===== config.mk =====
export PLATFORM = sky130hd
export DESIGN_NAME = program_loader
export DESIGN_NICKNAME = d
export VERILOG_FILES = /design/src/rtl/program_loader_pkg.sv /design/src/rtl/program_loader_word_packer.sv /design/src/rtl/program_loader.sv
export SDC_FILE = /design/constraint.sdc
export NUM_CORES = 1
export LEC_CHECK = 0
export BUFFER_PORTS_ARGS = -buffer_cell sky130_fd_sc_hd__buf_4
export CAP_MARGIN = 40
export CORE_UTILIZATION = 40
export DETAILED_ROUTE_END_ITERATION = 8
export GPL_ROUTABILITY_DRIVEN = 0
export MAX_ROUTING_LAYER = met4
export PLACE_DENSITY = 0.59
export REMOVE_ABC_BUFFERS = 1
export SYNTH_ARGS = -nofsm -noshare
export SYNTH_HDL_FRONTEND = slang
export SYNTH_HIERARCHICAL = 1
export SYNTH_SLANG_ARGS = --single-unit

===== constraint.sdc =====
create_clock -name clk -period 6.42 [get_ports clk]
set_input_delay 0.321 -clock clk [delete_from_list [all_inputs] [get_ports clk]]
set_output_delay 0.321 -clock clk [all_outputs]
set_load 0.005 [all_outputs]

===== src/rtl/program_loader_pkg.sv =====
// program_loader_pkg: shared widths and FSM state encoding for the
// program loader; widths match the RAM and control unit parameters.
package program_loader_pkg;

   localparam int DEF_DATA_W = 16;
   localparam int DEF_ADDR_W = 8;
   localparam int DEF_BYTE_W = 8;

   localparam logic [2:0] S_IDLE     = 3'd0;
   localparam logic [2:0] S_HDR_ADDR = 3'd1;
   localparam logic [2:0] S_HDR_LEN  = 3'd2;
   localparam logic [2:0] S_PAYLOAD  = 3'd3;
   localparam logic [2:0] S_WRITE    = 3'd4;
   localparam logic [2:0] S_CHECK    = 3'd5;
   localparam logic [2:0] S_DONE     = 3'd6;
   localparam logic [2:0] S_ERROR    = 3'd7;

   function automatic int cnt_w(input int bpw);
      return (bpw > 1) ? $clog2(bpw) : 1;
   endfunction

endpackage


===== src/rtl/program_loader_word_packer.sv =====
// program_loader_word_packer: assembles little-endian words from bytes.
// Ports: clk, reset_n, clr, in_data/in_valid/in_ready -> word_valid, word.
module program_loader_word_packer
   import program_loader_pkg::*;
#(
   parameter int DATA_W = DEF_DATA_W,
   parameter int BYTE_W = DEF_BYTE_W
) (
   input  logic              clk,
   input  logic              reset_n,
   input  logic              clr,
   input  logic [BYTE_W-1:0] in_data,
   input  logic              in_valid,
   input  logic              in_ready,
   output logic              word_valid,
   output logic [DATA_W-1:0] word
);

   localparam int BPW   = DATA_W / BYTE_W;
   localparam int CNT_W = cnt_w(BPW);

   logic [CNT_W-1:0]  cnt;
   logic [DATA_W-1:0] sreg;
   logic [DATA_W-1:0] snext;
   logic              accept;
   logic              last;

   assign accept = in_valid & in_ready;
   assign last   = (cnt == CNT_W'(BPW - 1));

   // New byte enters at the top and older bytes shift down, so after
   // BPW bytes the first one sits in the low lane.
   assign snext = {in_data, sreg[DATA_W-1:BYTE_W]};

   // The completed word is presented combinationally so the FSM can act
   // on the same edge that accepts the final byte.
   assign word_valid = accept & last;
   assign word       = snext;

   always_ff @(posedge clk or negedge reset_n) begin
      if (!reset_n) begin
         cnt  <= '0;
         sreg <= '0;
      end else if (clr) begin
         cnt  <= '0;
         sreg <= '0;
      end else if (accept) begin
         sreg <= snext;
         cnt  <= last ? '0 : cnt + CNT_W'(1);
      end
   end

endmodule


===== src/rtl/program_loader.sv =====
// program_loader: streams a framed program image into RAM, checks the
// checksum and hands the bus to the control unit. Ports: clk, reset_n,
// start, in_data/in_valid/in_ready, ram_*, bus_owner, cu_enable, error.
module program_loader
   import program_loader_pkg::*;
#(
   parameter int DATA_W = DEF_DATA_W,
   parameter int ADDR_W = DEF_ADDR_W,
   parameter int BYTE_W = DEF_BYTE_W
) (
   input  logic              clk,
   input  logic              reset_n,
   input  logic              start,
   input  logic [BYTE_W-1:0] in_data,
   input  logic              in_valid,
   output logic              in_ready,
   output logic [ADDR_W-1:0] ram_addr,
   output logic [DATA_W-1:0] ram_wdata,
   output logic              ram_write,
   output logic              ram_read,
   output logic              bus_owner,
   output logic              cu_enable,
   output logic              error
);

   logic [2:0]        state;
   logic [ADDR_W-1:0] addr;
   logic [DATA_W-1:0] rem;
   logic [DATA_W-1:0] acc;
   logic              word_valid;
   logic [DATA_W-1:0] word;
   logic              start_ok;

   assign start_ok = start & ((state == S_IDLE) |
                              (state == S_DONE) |
                              (state == S_ERROR));

   program_loader_word_packer #(
      .DATA_W (DATA_W),
      .BYTE_W (BYTE_W)
   ) u_packer (
      .clk        (clk),
      .reset_n    (reset_n),
      .clr        (start_ok),
      .in_data    (in_data),
      .in_valid   (in_valid),
      .in_ready   (in_ready),
      .word_valid (word_valid),
      .word       (word)
   );

   always_comb begin
      in_ready  = 1'b0;
      bus_owner = 1'b0;
      unique case (1'b1)
         (state == S_HDR_ADDR),
         (state == S_HDR_LEN),
         (state == S_PAYLOAD),
         (state == S_CHECK): begin
            in_ready  = 1'b1;
            bus_owner = 1'b1;
         end
         (state == S_WRITE): bus_owner = 1'b1;
         default: ;
      endcase
   end

   assign ram_write = (state == S_WRITE);
   assign ram_read  = 1'b0;

   always_ff @(posedge clk or negedge reset_n) begin
      if (!reset_n) begin
         state     <= S_IDLE;
         addr      <= '0;
         rem       <= '0;
         acc       <= '0;
         ram_addr  <= '0;
         ram_wdata <= '0;
         cu_enable <= 1'b0;
         error     <= 1'b0;
      end else begin
         case (state)
            S_IDLE: begin
               acc       <= '0;
               error     <= 1'b0;
               cu_enable <= 1'b0;
               if (start) state <= S_HDR_ADDR;
            end
            S_HDR_ADDR: begin
               if (word_valid) begin
                  addr  <= word[ADDR_W-1:0];
                  state <= S_HDR_LEN;
               end
            end
            S_HDR_LEN: begin
               if (word_valid) begin
                  rem   <= word;
                  state <= (word != '0) ? S_PAYLOAD : S_CHECK;
               end
            end
            S_PAYLOAD: begin
               // Bus outputs only move here, so they hold between strobes.
               if (word_valid) begin
                  ram_addr  <= addr;
                  ram_wdata <= word;
                  state     <= S_WRITE;
               end
            end
            S_WRITE: begin
               acc   <= acc + ram_wdata;
               addr  <= addr + ADDR_W'(1);
               rem   <= rem - DATA_W'(1);
               state <= (rem > DATA_W'(1)) ? S_PAYLOAD : S_CHECK;
            end
            S_CHECK: begin
               if (word_valid) begin
                  if (word == acc) begin
                     cu_enable <= 1'b1;
                     state     <= S_DONE;
                  end else begin
                     error <= 1'b1;
                     state <= S_ERROR;
                  end
               end
            end
            S_DONE, S_ERROR: begin
               if (start) begin
                  acc       <= '0;
                  error     <= 1'b0;
                  cu_enable <= 1'b0;
                  state     <= S_HDR_ADDR;
               end
            end
            default: state <= S_IDLE;
         endcase
      end
   end

endmodule

==> Implementation_results.wiki <==
{| class="wikitable"
! Metric !! Value
|-
| Status || completed
|-
| Remaining global-route overflow || 0
|-
| End point of the most critical hold path || rem[14]
|-
| Worst hold slack || 281 ps
|-
| Die span in x || 108 µm
|-
| Detailed Place HPWL || between 7000 and 8000 µm
|-
| Largest driver fanout on the critical path || 14
|-
| Most prevalent standard cell on the critical path || nor2_1
|-
| Critical path class || reg -> reg
|-
| Portion of the post-synthesis area used by sequential elements || 43.1%
|-
| Gate Count Post-Synth || 469
|-
| Number of warnings printed during yosys synthesis || 6
|-
| Die area || between 10000 and 15000 µm²
|-
| Cell types occupying the most area after synthesis || dfrtp_1 (43%), mux2_2 (6.0%), ha_1 (5.0%)
|-
| Startpoint Class || register
|-
| Max transition margin || between 40% and 50%
|-
| Min-delay worst type || in -> reg
|-
| Required time of the critical path || 6690 ps
|-
| Largest net degree at the start of global routing || 42
|-
| I/O pins || 42
|-
| Worst-case clock skew || 8.89 ps
|-
| Share of layout cells above drive strength 1 || 20.4%
|-
| Hold Crit Depth || 3
|-
| R2R Setup Slk || 3600 ps
|-
| P&R area growth vs syn || 15.1%
|-
| Design Area, Final || 5210 µm²
|-
| Worst reg2reg path endpoint || rem[13]
|-
| Average via count per standard cell || 5.62
|-
| Cell depth of the worst flop-to-flop path || 10
|-
| Post-layout instance count excluding filler cells || between 600 and 700
|-
| # DRC || 0
|-
| Fin crit period || 2820 ps
|-
| DRT antenna net count || 0
|-
| Pins Over Slew Limit || 0
|-
| Cell-internal power || 1.52 mW
|-
| Total power of the final layout || about 2.5 mW
|-
| Final WL || 11100 µm
|-
| Power share of the clock group || 22.8%
|-
| Clock tree from TritonCTS || done
|-
| Yosys reg bits || 78
|-
| Buffer type at the clock tree root || clkbuf_16
|-
| Share of the synthesized area in the top cell type || 43.1%
|-
| Power spent charging and discharging nets || between 0.9 and 1 mW
|-
| Total standard cell area after synthesis || 4530 µm²
|-
| Initial antenna violation count || 0
|-
| Wire length of the first global-routing pass || 18400 µm
|-
| Clock edge transition at the registers on the reported setup and hold paths || 60 ps
|-
| TritonCTS buffer count || 9
|-
| Clock net sink count || approximately 80
|-
| Cell accounting for the most synthesized area || dfrtp_1
|-
| Total global routing track utilization || 21.5%
|-
| Area of the core || between 10000 and 15000 µm²
|-
| Total setup violations reported at the end of the flow || 0
|-
| Worst path cell trace || nor2_1 -> a21oi_1 -> and3_2 -> inv_1 -> nor2_1 -> nand2_1 -> nor2_1 -> nor2_1 -> or3_1 -> a21oi_1
|-
| Inserted Diodes || 0
|-
| Initial detailed-routing violation count || 218
|-
| Number of unique standard cell types used by synthesis || 61
|-
| Placed cell count || 624
|-
| Crit. End Element || register
|-
| Final Hold Fails || 0
|-
| Die extent in y || 108 µm
|-
| Final Cycle Share || 44.0%
|-
| Reg-to-Reg Start || state[1]
|-
| Maximum cell stage delay along the critical path || 660 ps
|-
| Standard cell area after detailed placement || 4880 µm²
|-
| Post-DR wirelength/cell || about 17 µm
|-
| Row count || 38
|-
| Cell Pwr Density || 472 nW/µm²
|-
| Initial core utilization || between 40% and 50%
|-
| Total of buffers placed on input and output ports || 40
|-
| Fmax || 0.354 GHz
|-
| Net count of the finished layout || around 530
|-
| Max clock buf depth || 2
|-
| Hold_sp || in_data[6]
|-
| Most numerous cell types in the synthesized netlist || dfrtp_1 (78), nand2_1 (51), a21oi_1 (39)
|-
| Arrival time worst endpoint || 3090 ps
|-
| Slowest library cell on the worst path || nor2_1
|-
| Most frequent cell after synthesis || dfrtp_1
|-
| H-tree lvl count || 3
|-
| Fraction of power spent switching nets || 38.1%
|-
| Share of flip-flops with an asynchronous set or reset after synthesis || 100%
|-
| Maximum ir drop on the vdd rail || 163 µV
|-
| Post-CTS setup buffers || 0
|-
| Total of max-cap violations || 0
|-
| Leak || 2.36 nW
|-
| Dominant synthesized flop cell || dfrtp_1
|-
| Share of power burned in combinational logic || a little under two fifths
|-
| Number of enable-type register cells in the synthesized netlist || 0
|-
| Total number of vias || 3604
|-
| Detailed-router iteration count before antenna repair || 4
|-
| Setup total negative slack || 0 ps
|-
| Sequential group share of total power || 38.8%
|-
| Clock insertion delay at the later pin of the skew report || approximately 340 ps
|-
| Measured slew at the worst slew-check pin || 838 ps
|-
| Unrepaired setup endpoints after global routing || no
|-
| Vias in the first global route || 3441
|-
| Post-synthesis average cell area || 9.66 µm²
|}
[area by class of cell]
class                           count  area [µm²]
Timing Repair Buffer               46         360
Inverter                            7        26.3
Multi-Input combinational cell    354        2370
Clock inverter                      5        82.6
Clock buffer                       11         243
Fill cell                        1031        5720
Tap cell                          140         175
Sequential cell                    78        1950
[power by group through the flow]
stage / clock network [mW] / registers (mW) / logic, mW
after global placement: 0 / 0.952 / 0.932
final: 0.560 / 0.954 / 0.945
after floorplan: 0 / 0.891 / 0.633
after global routing: 0.595 / 0.991 / 1.07
after CTS: 0.576 / 0.954 / 0.954
after detailed placement: 0 / 0.961 / 0.949
[layer usage]
| metal | track usage [%] | vias to the layer above | routed length, µm |
|---|---|---|---|
| li1 | - | 1756 | - |
| met1 | 29.0 | 1753 | 5250 |
| met2 | 32.5 | 81 | 5160 |
| met3 | 3.38 | 14 | 495 |
| met4 | 8.49 | 0 | 221 |
| met5 | - | - | 0 |
[cell families (layout without fill, tap and decap cells)]
kind of cell	count (synthesis)	in the layout	share of synthesized area [%]
AOI/OAI and AO/OA	134	134	19.8
DFF	78	78	43.1
muxes	25	25	6.19
xor gates and xnor gates	27	27	5.22
buffers and inverters	37	69	4.53
other	1	1	0.0828
and+or+nand+nor	148	148	15.7
adders and majority gates	19	19	5.41
[critical path: cells and delay by family (launching register included)]
| family | cells | cell delay [ps] |
|---|---|---|
| compound gates | 2 | 310 |
| buf+inv | 1 | 50 |
| flops | 1 | 570 |
| simple gates | 7 | 1820 |
[what timing repair did]
| item | 4_1_cts | 5_1_grt |
|---|---|---|
| hold endpoints to repair | 37 | 0 |
| hold buffers | 1 | 0 |
| resized for setup | 0 | 0 |
[how the worst max path moves through the flow]
stage | end | slack (ps) | start | depth (start not counted)
6_report | rem[13] | 3600 | state[1] | 10
5_1_grt | rem[13] | 3260 | state[1] | 10
3_3_place_gp | rem[13] | 3730 | state[1] | 10
4_1_cts | rem[13] | 3600 | state[1] | 10
2_1_floorplan | ram_addr[0] | 3230 | state[1] | 7
3_5_place_dp | rem[13] | 3630 | state[1] | 10
[placed cells by master (no fill, tap or decap), types with 7 or more instances in the layout]
master	n
nand3_1	26
clkbuf_16	9
nor2_1	27
ha_1	18
nor4_1	12
mux2_2	24
o211ai_1	9
a21oi_1	39
xor2_1	22
nor3_1	8
a21bo_2	7
o21ai_1	7
dfrtp_1	78
o21ai_0	21
buf_4	44
nand2_1	51
[state kept, by name (all words and copies together), names as in the netlist]
signal,cells
acc,16
error,1
ram_addr,8
addr,8
state,3
rem,16
u_packer/cnt,1
cu_enable,1
ram_wdata,16
u_packer/sreg,8
[per-stage QoR]
step | worst slack, ps | util (%)
after detailed placement | 3630 | 44.6
after global placement | 3730 | 44.4
final | 3600 | 47.7
after CTS | 3600 | 47.7
after floorplan | 3230 | -
after global routing | 3260 | 47.7
No activity file was read; power rests on OpenSTA's default activity.
